[config.mk]
export PLATFORM = sky130hd
export DESIGN_NAME = cla_pipe16
export DESIGN_NICKNAME = d
export VERILOG_FILES = /design/src/rtl/cla_pkg.sv /design/src/rtl/clu4.sv /design/src/rtl/cla_pipe16.sv
export SDC_FILE = /design/constraint.sdc
export NUM_CORES = 1
export LEC_CHECK = 0
export BUFFER_PORTS_ARGS = -buffer_cell sky130_fd_sc_hd__buf_2
export CAP_MARGIN = 15
export CORE_MARGIN = 2
export CORE_UTILIZATION = 55
export DETAILED_ROUTE_END_ITERATION = 12
export HOLD_SLACK_MARGIN = 0.02
export PLACE_DENSITY = 0.77
export SLEW_MARGIN = 15
export SYNTH_ARGS = -nofsm -noshare
export SYNTH_HDL_FRONTEND = slang
export SYNTH_SLANG_ARGS = --single-unit
[constraint.sdc]
create_clock -name clk -period 5.5 [get_ports clk]
set_input_delay 1.1 -clock clk [delete_from_list [all_inputs] [get_ports clk]]
set_output_delay 1.1 -clock clk [all_outputs]
set_load 0.03 [all_outputs]
[src/rtl/cla_pkg.sv]
// Shared constants and stage-register layout for the pipelined CLA adder.
// Latency: none (declarations only).
// Backpressure: not applicable.
package cla_pkg;

  localparam int WIDTH   = 16;
  localparam int GROUP   = 4;
  localparam int NGROUPS = WIDTH / GROUP;

  // Per-stage register contents: p/g per bit, c[0] is carry-in, c[WIDTH] is carry-out
  typedef struct packed {
    logic             valid;
    logic [WIDTH-1:0] p;
    logic [WIDTH-1:0] g;
    logic [WIDTH:0]   c;
    logic             cin;
  } stage_t;

endpackage

[src/rtl/clu4.sv]
// 4-bit carry-lookahead unit: bit carries plus block propagate/generate.
// Latency: purely combinational.
// Backpressure: not applicable.
module clu4 (
  input  logic [3:0] p,
  input  logic [3:0] g,
  input  logic       ci,
  output logic [4:1] c,
  output logic       P,
  output logic       G
);

  // Flattened lookahead: every carry is a two-level function of p, g and ci
  always_comb begin
    c[1] = g[0] | (p[0] & ci);
    c[2] = g[1] | (p[1] & g[0]) | (p[1] & p[0] & ci);
    c[3] = g[2] | (p[2] & g[1]) | (p[2] & p[1] & g[0]) | (p[2] & p[1] & p[0] & ci);
    c[4] = g[3] | (p[3] & g[2]) | (p[3] & p[2] & g[1]) | (p[3] & p[2] & p[1] & g[0])
         | (p[3] & p[2] & p[1] & p[0] & ci);
    P    = &p;
    G    = g[3] | (p[3] & g[2]) | (p[3] & p[2] & g[1]) | (p[3] & p[2] & p[1] & g[0]);
  end

endmodule

[src/rtl/cla_pipe16.sv]
// 16-bit carry-lookahead adder, three register stages (p/g, carries, sum/flags).
// Latency: result valid on the third edge counting the accepting edge; one result per cycle.
// Backpressure: out_valid && !out_ready freezes every stage and drops in_ready that same cycle.
module cla_pipe16 #(
  parameter int WIDTH = 16,
  parameter int GROUP = 4
) (
  input  logic             clk,
  input  logic             rst,
  input  logic             in_valid,
  output logic             in_ready,
  input  logic [WIDTH-1:0] a,
  input  logic [WIDTH-1:0] b,
  input  logic             cin,
  output logic             out_valid,
  input  logic             out_ready,
  output logic [WIDTH-1:0] sum,
  output logic             cout,
  output logic             ovf
);
  import cla_pkg::*;

  // The lookahead tree is built for exactly four 4-bit groups
  if (WIDTH != cla_pkg::WIDTH || GROUP != cla_pkg::GROUP || (WIDTH % GROUP) != 0) begin : g_param_check
    $error("cla_pipe16: only WIDTH=16 and GROUP=4 are supported");
  end

  stage_t             r_s1;
  stage_t             r_s2;
  logic               r_out_valid;
  logic [WIDTH-1:0]   r_sum;
  logic               r_cout;
  logic               r_ovf;

  stage_t             w_s1_nxt;
  stage_t             w_s2_nxt;
  logic               w_stall;
  logic               w_en;
  logic [WIDTH:1]     w_c;
  logic [NGROUPS-1:0] w_gp;
  logic [NGROUPS-1:0] w_gg;
  logic [NGROUPS:0]   w_gci;
  logic               w_blk_p;
  logic               w_blk_g;
  logic               w_unused;

  // A held result blocks the whole pipe; nothing moves until it is taken
  assign w_stall  = r_out_valid & ~out_ready;
  assign w_en     = ~w_stall;
  assign in_ready = w_en;

  // S1 next state: operands reduced to per-bit propagate/generate; bubbles carry zero data
  always_comb begin
    w_s1_nxt       = '0;
    w_s1_nxt.valid = in_valid;
    if (in_valid) begin
      w_s1_nxt.p   = a ^ b;
      w_s1_nxt.g   = a & b;
      w_s1_nxt.cin = cin;
    end
  end

  // In-group lookahead; each group's carry-in comes from the inter-group unit
  for (genvar k = 0; k < NGROUPS; k++) begin : g_grp
    clu4 u_clu_grp (
      .p  (r_s1.p[k*GROUP +: GROUP]),
      .g  (r_s1.g[k*GROUP +: GROUP]),
      .ci (w_gci[k]),
      .c  (w_c[k*GROUP+1 +: GROUP]),
      .P  (w_gp[k]),
      .G  (w_gg[k])
    );
  end

  // Inter-group lookahead over the group P/G terms, so no carry ripples between groups
  assign w_gci[0] = r_s1.cin;
  clu4 u_clu_top (
    .p  (w_gp),
    .g  (w_gg),
    .ci (r_s1.cin),
    .c  (w_gci[NGROUPS:1]),
    .P  (w_blk_p),
    .G  (w_blk_g)
  );

  // S2 next state: S1 contents plus the full carry vector, c[0] being carry-in
  always_comb begin
    w_s2_nxt   = r_s1;
    w_s2_nxt.c = {w_c, r_s1.cin};
  end

  // Stage 1 register
  always_ff @(posedge clk or posedge rst) begin
    if (rst) begin
      r_s1 <= '0;
    end else if (w_en) begin
      r_s1 <= w_s1_nxt;
    end
  end

  // Stage 2 register
  always_ff @(posedge clk or posedge rst) begin
    if (rst) begin
      r_s2 <= '0;
    end else if (w_en) begin
      r_s2 <= w_s2_nxt;
    end
  end

  // Stage 3 register: sum and flags, held while the consumer stalls
  always_ff @(posedge clk or posedge rst) begin
    if (rst) begin
      r_out_valid <= 1'b0;
      r_sum       <= '0;
      r_cout      <= 1'b0;
      r_ovf       <= 1'b0;
    end else if (w_en) begin
      r_out_valid <= r_s2.valid;
      r_sum       <= r_s2.p ^ r_s2.c[WIDTH-1:0];
      r_cout      <= r_s2.c[WIDTH];
      r_ovf       <= r_s2.c[WIDTH] ^ r_s2.c[WIDTH-1];
    end
  end

  assign out_valid = r_out_valid;
  assign sum       = r_sum;
  assign cout      = r_cout;
  assign ovf       = r_ovf;

  // Redundant copies (g after carries are known, block P/G, duplicate c16) are not needed downstream
  assign w_unused = ^{r_s2.g, r_s2.cin, w_gci[NGROUPS], w_blk_p, w_blk_g};

endmodule

Word-level counts from Yosys, hierarchy flattened. Cells that the tools add are included.

Memories kept: 0. Input bits: 37. Memory bits (read-only): 0. Latch bits: 0. Output and inout port bits: 20. Bits in writable memories: 0. Logic and storage cells: 142. Register bits after elaboration: 87.

Equality and inequality tests: 0. $lt $le $gt $ge: 0. Reductions and logical operators: 3. Shift operators: 0. $add $sub $neg: 0. Multipliers: 0. Divide/modulo/power cells: 0. Mux-type cells: 2. Bitwise logic cells: 126.

Operators with widths (count): bitwise AND 1 bit (74); bitwise OR 1 bit (46); 2-to-1 mux 32 bit (1); XOR 16 bit (2); bitwise AND 16 bit (1); AND reduction 4 bit (3); inverter 1 bit (2); 2-to-1 mux 1 bit (1); XOR 1 bit (1).

Depth between registers and ports, before layout.
Depth in word-level cells: 10. Gate-level depth with buffers: 6.

By module. Synthesis repeated with hierarchy kept, for this count alone.

Cells, all modules: 346. Area, all modules: 4284.1 sq um.

Modules (own cells, without submodules): cla_pipe16 (seq. area each 2177.1 sq um, cells each 296, instances 1, area an instance 3983.8 sq um); clu4 (seq. area each 0.0 sq um, cells each 10, instances 5, area an instance 60.1 sq um).

Worst setup path after synthesis. No wires, ideal clock.

Kind: in2out. From: input port out_ready. To: output port in_ready. Arrival time: 1.861 ns. Path slack: 2.539 ns. Cell stages on the path: 4. Cells stage by stage: nor2b_1 > inv_1 > buf_2 > buf_1.

Cells in the longest elaborated chain, start to end: 3.

Ends and longest elaborated chain: from (decl) (line cla_pipe16.sv:16) `input logic out_ready,`; inverter 1 bit (line cla_pipe16.sv:48) `assign w_stall = r_out_valid & ~out_ready;`; bitwise AND 1 bit (line cla_pipe16.sv:48); inverter 1 bit (line cla_pipe16.sv:49) `assign w_en = ~w_stall;`; to (decl) (line cla_pipe16.sv:11) `output logic in_ready,`.

No other way between the ends.

Worst setup path in the final report. Ends and elaborated chain as after synthesis.

==> impl_metrics.tcl <==
set metrics [dict create \
    cp.depth 4 \
    yosys.area_share.simple_pct 22.56 \
    cts_tree "done" \
    grt_setup_unrepaired "false" \
    final_cell_mix "nand2_1, dfrtp_1, buf_2, nand3_1, o21ai_0" \
    drc 0 \
    numClockSinks 87 \
    timing.reg2reg.worst_path_depth 5 \
    synthMuxAreaShare_pct 0.5178 \
    slowest_delay_ns 0.17 \
    synth_seq_cells 87 \
    postCtsResizedCells 0 \
    coreArea_um2 6794 \
    r2r-end "r_s2[12]" \
    crit_family "buffers and inverters" \
    cts.clk_slew.worst_paths_ns 0.08 \
    io_buffers 56 \
    grt_max_degree 102 \
    fin_tns_setup_ns 0 \
    synthToLayoutAreaGrowth_pct 14.56 \
    power_w 0.001979 \
    cp.arrival_ns 1.53 \
    startpoint "out_ready" \
    max-slew-margin-rel_pct 39.43 \
    cts_made_buffers 9 \
    fmax_mhz 380.4 \
    die_x_um 87.84 \
    ios 57 \
    slew_viol_final 0 \
    grt-ovfl-total 0 \
    p_per_area_nw_per_um2 446.8 \
    critPathMostFrequentCell "buf_2" \
    die-area_um2 7716 \
    num_vias 2815 \
    synth_compound_area_share_pct 8.997 \
    worst_setup_path_end_kind "output pin" \
    r2r_setup_slack_ns 3.76 \
    synth_top_family_by_area "simple AND/OR/NAND/NOR gates" \
    crit_chain "buf_2 > nor2b_4 > inv_2 > buf_2" \
    fin_skew_ns 0.01071 \
    outcome "complete, no violations" \
    max_cap_violations 0 \
    yosys.area_share.adder_pct 5.178 \
    root_buffer "clkbuf_8" \
    gp_congestion 0.7572 \
    setup_viol 0 \
    critPathKind "in -> out" \
    cts_hold_buf 0 \
    wl_per_cell_um 12.80 \
    via_per_inst 5.027 \
    final_hold_viol_count 0 \
    yosys_warnings 0 \
    cp.required_ns 4.40 \
    start_util_pct 56.91 \
    dr.pass1.iters 4 \
    wl_met3_um 317 \
    hold_path_startpoint "cout" \
    n_fill_cell 582 \
    met2_length_um 3065 \
    mostFrequentLayoutCell "nand2_1" \
    syn_area_um2 3866 \
    clk_latency_ns 0.36 \
    ys_types 31 \
    hold_class "reg -> reg" \
    drt_iter0_drc 184 \
    multi_input_area_um2 1597 \
    synth.avg_cell_area_um2 9.384 \
    leakage_nw 2.305 \
    crit_path_top_delay_cell "buf_2" \
    crit-reg2reg-launch "out_valid" \
    drt-met1-wl_um 3637 \
    die_h_um 87.84 \
    cts_setup_buffers 0 \
    worst_pin_slew_ns 0.9085 \
    cp_num_buf_inv 3 \
    cp_max_fo 2 \
    grt_pass1_wl_um 12170 \
    yosysSeqAreaShare_pct 56.31 \
    start_kind "primary input" \
    timing.final.crit_share_pct 47.80 \
    dr.max_layer_used "met4" \
    period_needed_ns 2.629 \
    ir_drop_uv 234.6 \
    grt_antenna_before_repair 0 \
    crit_end "in_ready" \
    syn-num-nets 465 \
    htreeDepth 3 \
    grt_pass1_vias 2551 \
    dp_hpwl_um 4706 \
    num_rows 30 \
    area.sequential_um2 2177 \
    synth_xor_area_share_pct 3.851 \
    drtAntennaViolNets 0 \
    drive_gt1_share_pct 18.53 \
    diodes 0 \
    wl_um 7166 \
    grt_util_all_layers_pct 20.62 \
    syn_inst 412 \
    cts_max_path_buffers 2 \
    num-nets-final 512 \
]
==> per-layer routing <==
layer  vias to the layer above  GRT usage [%]
li1                       1445              -
met1                      1295          31.89
met2                        63          28.10
met3                        12          4.053
met4                         0          9.231
met5                         -              0
==> worst min-delay path, cell delays in order (launching register included) <==
cell and delay (ns):
dfrtp_1 0.34, nand2_1 0.05, nand2_1 0.05
==> layout make-up <==
type,instances,share of cell area [%]
Inverter,2,0.1977
Timing Repair Buffer,59,6.836
Sequential cell,87,49.15
Multi-Input combinational cell,300,36.05
Tap cell,96,2.712
Clock buffer,13,3.588
Clock inverter,3,1.469
==> registers in the layout, indices dropped and copies added (netlist names) <==
name	flops
ovf	1
r_s1	34
sum	16
out_valid	1
r_s2	34
cout	1
==> power breakdown <==
group	total [W]	internal, W	switching [W]	leakage (nW)
clock	0.000499	0.000281	0.000218	0.114
combinational	0.000560	0.000193	0.000367	1.06
sequential	0.000920	0.000805	0.000115	1.13
==> synthesized netlist by cell type, drive strengths merged <==
cell | instances | area [um^2]
nand3 | 34 | 170.2
a22o | 1 | 10.01
dfrtp | 87 | 2177
ha | 16 | 200.2
clkbuf | 11 | 41.29
o21ai | 27 | 138.9
nor2 | 15 | 56.30
nand2b | 1 | 6.260
o211ai | 1 | 7.510
buf | 12 | 51.30
a211oi | 2 | 25.02
nand2 | 150 | 563.0
or3 | 3 | 18.77
a21oi | 14 | 88.84
a31oi | 5 | 31.28
o31ai | 2 | 15.01
a21o | 4 | 31.28
nand4 | 2 | 27.53
nor2b | 2 | 12.51
and4 | 1 | 8.760
and2 | 1 | 8.760
inv | 2 | 7.510
mux2i | 2 | 20.02
xnor2 | 17 | 148.9
==> stage by stage <==
stage | hold WS [ns] | utilization (%) | setup WS (ns) | instances | cell area (um^2)
after floorplan | 0.4300 | - | 2.150 | 412 | 3866
final | 0.4680 | 65.19 | 2.871 | 560 | 4429
after detailed placement | 0.4551 | 61.90 | 2.871 | 544 | 4205
after global placement | 0.4426 | 61.90 | 2.870 | 544 | 4205
after global routing | 0.4932 | 65.19 | 2.838 | 560 | 4429
after CTS | 0.4764 | 65.19 | 2.869 | 560 | 4429
==> logic make-up (layout without fill, tap and decap cells) <==
| logic type | count (synthesis) | in the layout |
|---|---|---|
| buf+inv | 25 | 77 |
| fa+ha+maj | 16 | 16 |
| compound gates | 56 | 56 |
| xor+xnor | 17 | 17 |
| simple gates | 209 | 209 |
| mux | 2 | 2 |
| flops | 87 | 87 |
==> how the worst min path moves through the flow <==
| stage | endpoint | slack (ns) | depth (start not counted) |
|---|---|---|---|
| global route | ovf | 0.49 | 2 |
| finish | cout | 0.47 | 2 |
| CTS | cout | 0.48 | 2 |
| global placement | r_s2[50] | 0.44 | 2 |
| floorplan | r_s2[50] | 0.43 | 2 |
| detailed placement | r_s2[50] | 0.46 | 2 |
Power figures use the tool's default switching activity.
